[src/rtl/alu_seq.sv]
// ----------------------------------------------------------------------------
// alu_seq : sequential, handshaked ALU.
//   One operation is accepted on the input valid/ready channel. Most ops
//   complete on the accept edge. MUL runs an iterative shift-add over NB_DATA
//   cycles. The registered result and flags are held on the output
//   valid/ready channel until the sink consumes them.
//
// Ports
//   i_clock    : clock, all state on rising edge
//   i_reset    : asynchronous, active-high reset
//   i_valid    : request valid            o_ready    : accepting (IDLE only)
//   i_data_a   : operand A                i_data_b   : operand B / shift amount
//   i_op_code  : operation select
//   o_valid    : result valid             i_ready    : sink accepts result
//   o_result   : result                   o_zero     : result == 0
//   o_carry    : carry / no-borrow / unsigned product overflow
//   o_overflow : signed overflow (ADD/SUB)
//   o_illegal  : opcode not supported
// ----------------------------------------------------------------------------
module alu_seq #(
    parameter int NB_DATA    = 8,
    parameter int NB_OP_CODE = 6
) (
    input  logic                  i_clock,
    input  logic                  i_reset,
    input  logic                  i_valid,
    output logic                  o_ready,
    input  logic [NB_DATA-1:0]    i_data_a,
    input  logic [NB_DATA-1:0]    i_data_b,
    input  logic [NB_OP_CODE-1:0] i_op_code,
    output logic                  o_valid,
    input  logic                  i_ready,
    output logic [NB_DATA-1:0]    o_result,
    output logic                  o_zero,
    output logic                  o_carry,
    output logic                  o_overflow,
    output logic                  o_illegal
);
    localparam int NB_SH = $clog2(NB_DATA);

    localparam logic [NB_OP_CODE-1:0] OP_ADD  = NB_OP_CODE'(6'b100000);
    localparam logic [NB_OP_CODE-1:0] OP_SUB  = NB_OP_CODE'(6'b100010);
    localparam logic [NB_OP_CODE-1:0] OP_AND  = NB_OP_CODE'(6'b100100);
    localparam logic [NB_OP_CODE-1:0] OP_OR   = NB_OP_CODE'(6'b100101);
    localparam logic [NB_OP_CODE-1:0] OP_XOR  = NB_OP_CODE'(6'b100110);
    localparam logic [NB_OP_CODE-1:0] OP_NOR  = NB_OP_CODE'(6'b100111);
    localparam logic [NB_OP_CODE-1:0] OP_SRA  = NB_OP_CODE'(6'b000011);
    localparam logic [NB_OP_CODE-1:0] OP_SRL  = NB_OP_CODE'(6'b000010);
    localparam logic [NB_OP_CODE-1:0] OP_SLL  = NB_OP_CODE'(6'b000000);
    localparam logic [NB_OP_CODE-1:0] OP_SLT  = NB_OP_CODE'(6'b101010);
    localparam logic [NB_OP_CODE-1:0] OP_SLTU = NB_OP_CODE'(6'b101011);
    localparam logic [NB_OP_CODE-1:0] OP_MUL  = NB_OP_CODE'(6'b011000);

    localparam logic [NB_SH-1:0] CNT_LAST = NB_SH'(NB_DATA - 1);

    typedef enum logic [1:0] {S_IDLE, S_MUL, S_DONE} state_t;

    state_t                 state_q, state_d;
    logic [NB_DATA-1:0]     result_q, result_d;
    logic                   zero_q, zero_d;
    logic                   carry_q, carry_d;
    logic                   ovf_q, ovf_d;
    logic                   illegal_q, illegal_d;
    logic                   valid_q, valid_d;
    logic [2*NB_DATA-1:0]   acc_q, acc_d;
    logic [2*NB_DATA-1:0]   mcand_q, mcand_d;
    logic [NB_DATA-1:0]     mplier_q, mplier_d;
    logic [NB_SH-1:0]       cnt_q, cnt_d;

    logic                   accept;
    logic                   mul_last;
    logic [2*NB_DATA-1:0]   acc_step;

    // ---------------- single-cycle ALU (operates on live inputs) -----------
    logic [NB_DATA:0]       sum, diff;
    logic [NB_SH-1:0]       shamt;
    logic [NB_DATA-1:0]     alu_res;
    logic                   alu_carry, alu_ovf, alu_ill;
    logic                   sign_a, sign_b;

    always_comb begin
        sum       = {1'b0, i_data_a} + {1'b0, i_data_b};
        diff      = {1'b0, i_data_a} - {1'b0, i_data_b};
        shamt     = i_data_b[NB_SH-1:0];
        sign_a    = i_data_a[NB_DATA-1];
        sign_b    = i_data_b[NB_DATA-1];
        alu_res   = '0;
        alu_carry = 1'b0;
        alu_ovf   = 1'b0;
        alu_ill   = 1'b0;
        case (i_op_code)
            OP_ADD: begin
                alu_res   = sum[NB_DATA-1:0];
                alu_carry = sum[NB_DATA];
                alu_ovf   = (sign_a == sign_b) && (sum[NB_DATA-1] != sign_a);
            end
            OP_SUB: begin
                alu_res   = diff[NB_DATA-1:0];
                alu_carry = ~diff[NB_DATA];   // no-borrow: A >= B unsigned
                alu_ovf   = (sign_a != sign_b) && (diff[NB_DATA-1] != sign_a);
            end
            OP_AND:  alu_res = i_data_a & i_data_b;
            OP_OR:   alu_res = i_data_a | i_data_b;
            OP_XOR:  alu_res = i_data_a ^ i_data_b;
            OP_NOR:  alu_res = ~(i_data_a | i_data_b);
            OP_SRA:  alu_res = $unsigned($signed(i_data_a) >>> shamt);
            OP_SRL:  alu_res = i_data_a >> shamt;
            OP_SLL:  alu_res = i_data_a << shamt;
            OP_SLT:  alu_res = {{(NB_DATA-1){1'b0}}, ($signed(i_data_a) < $signed(i_data_b))};
            OP_SLTU: alu_res = {{(NB_DATA-1){1'b0}}, (i_data_a < i_data_b)};
            OP_MUL:  alu_res = '0;            // handled by the iterative path
            default: alu_ill = 1'b1;
        endcase
    end

    // ---------------- FSM: state register ----------------------------------
    always_ff @(posedge i_clock or posedge i_reset) begin
        if (i_reset) state_q <= S_IDLE;
        else         state_q <= state_d;
    end

    // ---------------- FSM: next state --------------------------------------
    assign accept   = i_valid & o_ready;
    assign mul_last = (cnt_q == CNT_LAST);

    always_comb begin
        state_d = state_q;
        case (state_q)
            S_IDLE: if (accept) state_d = (i_op_code == OP_MUL) ? S_MUL : S_DONE;
            S_MUL:  if (mul_last) state_d = S_DONE;
            S_DONE: if (i_ready) state_d = S_IDLE;
            default: state_d = S_IDLE;
        endcase
    end

    // ---------------- FSM: outputs -----------------------------------------
    always_comb begin
        o_ready = (state_q == S_IDLE) & ~i_reset;
    end

    assign o_valid    = valid_q;
    assign o_result   = result_q;
    assign o_zero     = zero_q;
    assign o_carry    = carry_q;
    assign o_overflow = ovf_q;
    assign o_illegal  = illegal_q;

    // ---------------- datapath next-state ----------------------------------
    // One shift-add step: add the multiplicand when the current multiplier
    // LSB is set. The step result feeds both acc and, on the last step, the
    // output registers so the product is visible the cycle after.
    assign acc_step = acc_q + (mplier_q[0] ? mcand_q : '0);

    always_comb begin
        result_d  = result_q;
        zero_d    = zero_q;
        carry_d   = carry_q;
        ovf_d     = ovf_q;
        illegal_d = illegal_q;
        valid_d   = valid_q;
        acc_d     = acc_q;
        mcand_d   = mcand_q;
        mplier_d  = mplier_q;
        cnt_d     = cnt_q;
        case (state_q)
            S_IDLE: begin
                if (accept) begin
                    if (i_op_code == OP_MUL) begin
                        acc_d    = '0;
                        mcand_d  = {{NB_DATA{1'b0}}, i_data_a};
                        mplier_d = i_data_b;
                        cnt_d    = '0;
                    end else begin
                        result_d  = alu_res;
                        zero_d    = ~|alu_res;
                        carry_d   = alu_carry;
                        ovf_d     = alu_ovf;
                        illegal_d = alu_ill;
                        valid_d   = 1'b1;
                    end
                end
            end
            S_MUL: begin
                acc_d    = acc_step;
                mcand_d  = mcand_q << 1;
                mplier_d = mplier_q >> 1;
                cnt_d    = cnt_q + 1'b1;
                if (mul_last) begin
                    result_d  = acc_step[NB_DATA-1:0];
                    zero_d    = ~|acc_step[NB_DATA-1:0];
                    carry_d   = |acc_step[2*NB_DATA-1:NB_DATA];
                    ovf_d     = 1'b0;
                    illegal_d = 1'b0;
                    valid_d   = 1'b1;
                end
            end
            S_DONE: begin
                // result registers hold; only the valid drops on consume
                if (i_ready) valid_d = 1'b0;
            end
            default: valid_d = 1'b0;
        endcase
    end

    // ---------------- datapath registers -----------------------------------
    always_ff @(posedge i_clock or posedge i_reset) begin
        if (i_reset) begin
            result_q  <= '0;
            zero_q    <= 1'b0;
            carry_q   <= 1'b0;
            ovf_q     <= 1'b0;
            illegal_q <= 1'b0;
            valid_q   <= 1'b0;
            acc_q     <= '0;
            mcand_q   <= '0;
            mplier_q  <= '0;
            cnt_q     <= '0;
        end else begin
            result_q  <= result_d;
            zero_q    <= zero_d;
            carry_q   <= carry_d;
            ovf_q     <= ovf_d;
            illegal_q <= illegal_d;
            valid_q   <= valid_d;
            acc_q     <= acc_d;
            mcand_q   <= mcand_d;
            mplier_q  <= mplier_d;
            cnt_q     <= cnt_d;
        end
    end

endmodule

[config.mk]
export PLATFORM = sky130hd
export DESIGN_NAME = alu_seq
export DESIGN_NICKNAME = d
export VERILOG_FILES = /design/src/rtl/alu_seq.sv
export SDC_FILE = /design/constraint.sdc
export NUM_CORES = 1
export LEC_CHECK = 0
export ABC_AREA = 1
export CAP_MARGIN = 20
export CELL_PAD_IN_SITES_DETAIL_PLACEMENT = 0
export CELL_PAD_IN_SITES_GLOBAL_PLACEMENT = 1
export CORE_AREA = 2 2 113 115
export DETAILED_ROUTE_END_ITERATION = 7
export DIE_AREA = 0 0 115 117
export PLACE_DENSITY_LB_ADDON = 0.25
export SYNTH_ARGS = -nofsm -noshare
export SYNTH_HDL_FRONTEND = slang
export SYNTH_SLANG_ARGS = --single-unit
[constraint.sdc]
create_clock -name i_clock -period 7.4 [get_ports i_clock]
set_clock_uncertainty 0.05 [all_clocks]
set_input_delay 1.11 -clock i_clock [delete_from_list [all_inputs] [get_ports i_clock]]
set_output_delay 1.11 -clock i_clock [all_outputs]
set_load 0.05 [all_outputs]
==> run metrics <==
cell row count=41; nets=943; Clock Path Buffers=2; Cell Chain, Critical Path=clkdlybuf4s50_1, inv_2, buf_4, a21oi_1, inv_1, o21ai_1, nor2_1, inv_1, nor2_1, inv_1, a22o_1; post_cts resized=0; Slew Limit Fails=0; crit path buf inv count=6; adder-cell share of the synthesized area=0.107; MaxCap Viol Count=0; Critical Path RT=7.56 ns; crit end category=flop; endpoints failing setup=0; Fin. Hold Viols=0; fin cells=1,027; Top cell by count, worst path=inv_1; filler cell count in the final layout=1,261; number of global-route vias before repair=5,273; hold_buf cts=0; layout cells sized above 1=0.0525; Clk pin slew, worst setup/hold paths=0.05 ns; Worst path slowest cell=buf_4; Pwr Density=353 nW/um^2; initial antenna violation count=0; Mapped Nets=919; Avg Cell Area, Syn=6.46 sq um; CTS Buf Count=9; Seq/Total Area, Yosys=0.265; Max Clk Rate=254 MHz; Worst EP arrival=4.09 ns; latest clock arrival within the worst-skew pair=0.33 ns; die area=13,500 sq um; CP startpoint kind=input port; sequential cell area=1450 sq um; Setup CP Type=input port to flop; Slew Limit Headroom=0.390; Synth Area in XOR/XNOR=0.0240; Root Buffer=clkbuf_16; Tmin final=3.93 ns; status=completed; Leakage=3.24 nW; Worst VDD drop=132 uV; hpwl dp=12,900 um; Die H=117 um; unrepaired setup endpoints after global routing=false; setup bufs post-CTS=0; DRC=0; drt wl/cell=16.2 um; DR pass1 iterations=5; Iter 0 DRT Violations=367; Sink Count=58; Crit Path Max Fanout=59; Starting Density=0.445; Die Wd=115 um; Synth Area in Simple Gates=0.388; placed instance area=5900 sq um; vias per inst=5.51; Layout area overhead=13.3%; post-route ant nets=0; total gr overflow=0; Tcrit/Tclk final=0.531; Worst Hold Slack=0.432 ns; H-tree depth reported by CTS=3; largest net degree at the start of global routing=60; first-pass GRT wire length=26,800 um; Mapped Area=5480 sq um; Antenna Cells=0; total length of routed wires=16,600 um; cell family with most CP delay=buffers and inverters; Fin Setup TNS=0 ns; Tightest Pin Transition=0.913 ns; worst stage delay on the critical path=0.57 ns; Total Routing Usage GR=0.255; gp weighted congestion=1.05; Pwr Total=2.19 mW; largest family of logic cells by synthesized area=simple AND/OR/NAND/NOR gates; I/O pin count=40; # port buffers=39; vias post-DR=5,662; Cell variety after synth=44; fin area=6200 sq um; core area=12,300 sq um; post-synthesis compound-gate area fraction=0.118; Post-Syn Instances=848; post-synthesis mux area share=0; CTS tree=yes; post-synthesis register bit count=58; area of the multi-input gates=3490 sq um; Cell Count Post-Placement=1,011; total of warnings raised by yosys=0; Min-Delay Path Class=flop to flop
per-layer routing:
layer	routed length, um	track usage
met5	0	0
met4	528	0.101
met3	974	0.0319
met1	7440	0.345
met2	7690	0.416
layout by cell type (no fill, tap or decap), drive strengths merged, types with 11 or more instances in the layout:
cell             n
nand3           98
clkbuf          11
clkdlybuf4s50   39
nand4           12
ha              42
o22ai           13
a21oi           34
nand2          257
inv             96
nor2           109
dfrtp           58
o21ai           35
worst register-to-register path: stages, from the launching register on:
cell     delay [ns]
dfrtp_1        0.38
inv_1          0.09
nor2_2         0.03
buf_4          0.23
inv_2          0.08
buf_4          0.45
o21ai_1        0.14
nor2_1         0.19
inv_1          0.08
nor2_1         0.54
inv_1          0.41
a22o_1         0.32
synth_stat cells (all sizes together):
cell type / count / share of area
o21bai: 1 / 0.0014
a21o: 4 / 0.0057
nand4: 12 / 0.014
a31oi: 7 / 0.0080
o21a: 4 / 0.0055
fa: 3 / 0.011
nand2: 257 / 0.18
buf: 14 / 0.018
dfrtp: 58 / 0.27
nor4: 1 / 0.0011
a22o: 2 / 0.0032
and3: 1 / 0.0011
xnor2: 5 / 0.0080
or2: 3 / 0.0034
clkbuf: 15 / 0.014
ha: 42 / 0.096
a31o: 1 / 0.0016
nand3: 98 / 0.092
xor2: 10 / 0.016
nor2: 109 / 0.082
o21ai: 35 / 0.032
a21oi: 34 / 0.032
o211ai: 3 / 0.0041
o22ai: 13 / 0.015
nor3: 5 / 0.0046
a21boi: 6 / 0.0082
a32o: 1 / 0.0018
inv: 96 / 0.066
nand3b: 8 / 0.011
power breakdown:
part | total (mW) | switching [mW] | internal [mW]
combinational | 1.23 | 0.792 | 0.434
clock | 0.417 | 0.140 | 0.276
sequential | 0.548 | 0.0941 | 0.454
total | 2.19 | 1.03 | 1.16
state kept, by name, indices dropped and copies added, names as in the netlist, 2 cells and up:
name	cells
acc_q	16
o_result	8
mplier_q	8
mcand_q	16
state_q	2
cnt_q	3
through the flow:
step	util	setup slack (ns)
after floorplan	-	3.86
after global placement	0.479	3.11
after detailed placement	0.479	3.08
after CTS	0.504	3.42
after global routing	0.504	3.08
final	0.504	3.47
worst paths after layout:
path	start	end	slack, ns	cells after the start
max	i_reset	o_overflow$_DFFE_PP0P_	3.47	11
min	cnt_q[0]$_DFFE_PP0P_	cnt_q[0]$_DFFE_PP0P_	0.43	1
max reg2reg	state_q[0]$_DFFE_PP0P_	o_overflow$_DFFE_PP0P_	4.28	11
min reg2reg	cnt_q[0]$_DFFE_PP0P_	cnt_q[0]$_DFFE_PP0P_	0.43	1
max in group asynchronous	i_reset	mplier_q[0]$_DFFE_PP0P_	5.52	3
min in group asynchronous	i_reset	o_illegal$_DFFE_PP0P_	1.29	3
cell families (layout without fill, tap and decap cells):
kind of cell	after synthesis	after routing
buf+inv	125	154
flops	58	58
compound gates	111	111
xor+xnor	15	15
fa+ha+maj	45	45
simple gates	494	494
area by class of cell:
cell class / count / share of cell area
inverter: 96 / 0.0581
sequential: 58 / 0.234
clock inverter: 5 / 0.00847
tap: 150 / 0.0302
clock buffer: 11 / 0.0407
multi-input combinational: 665 / 0.562
timing repair buffer: 42 / 0.0665
Power figures use the tool's default switching activity.
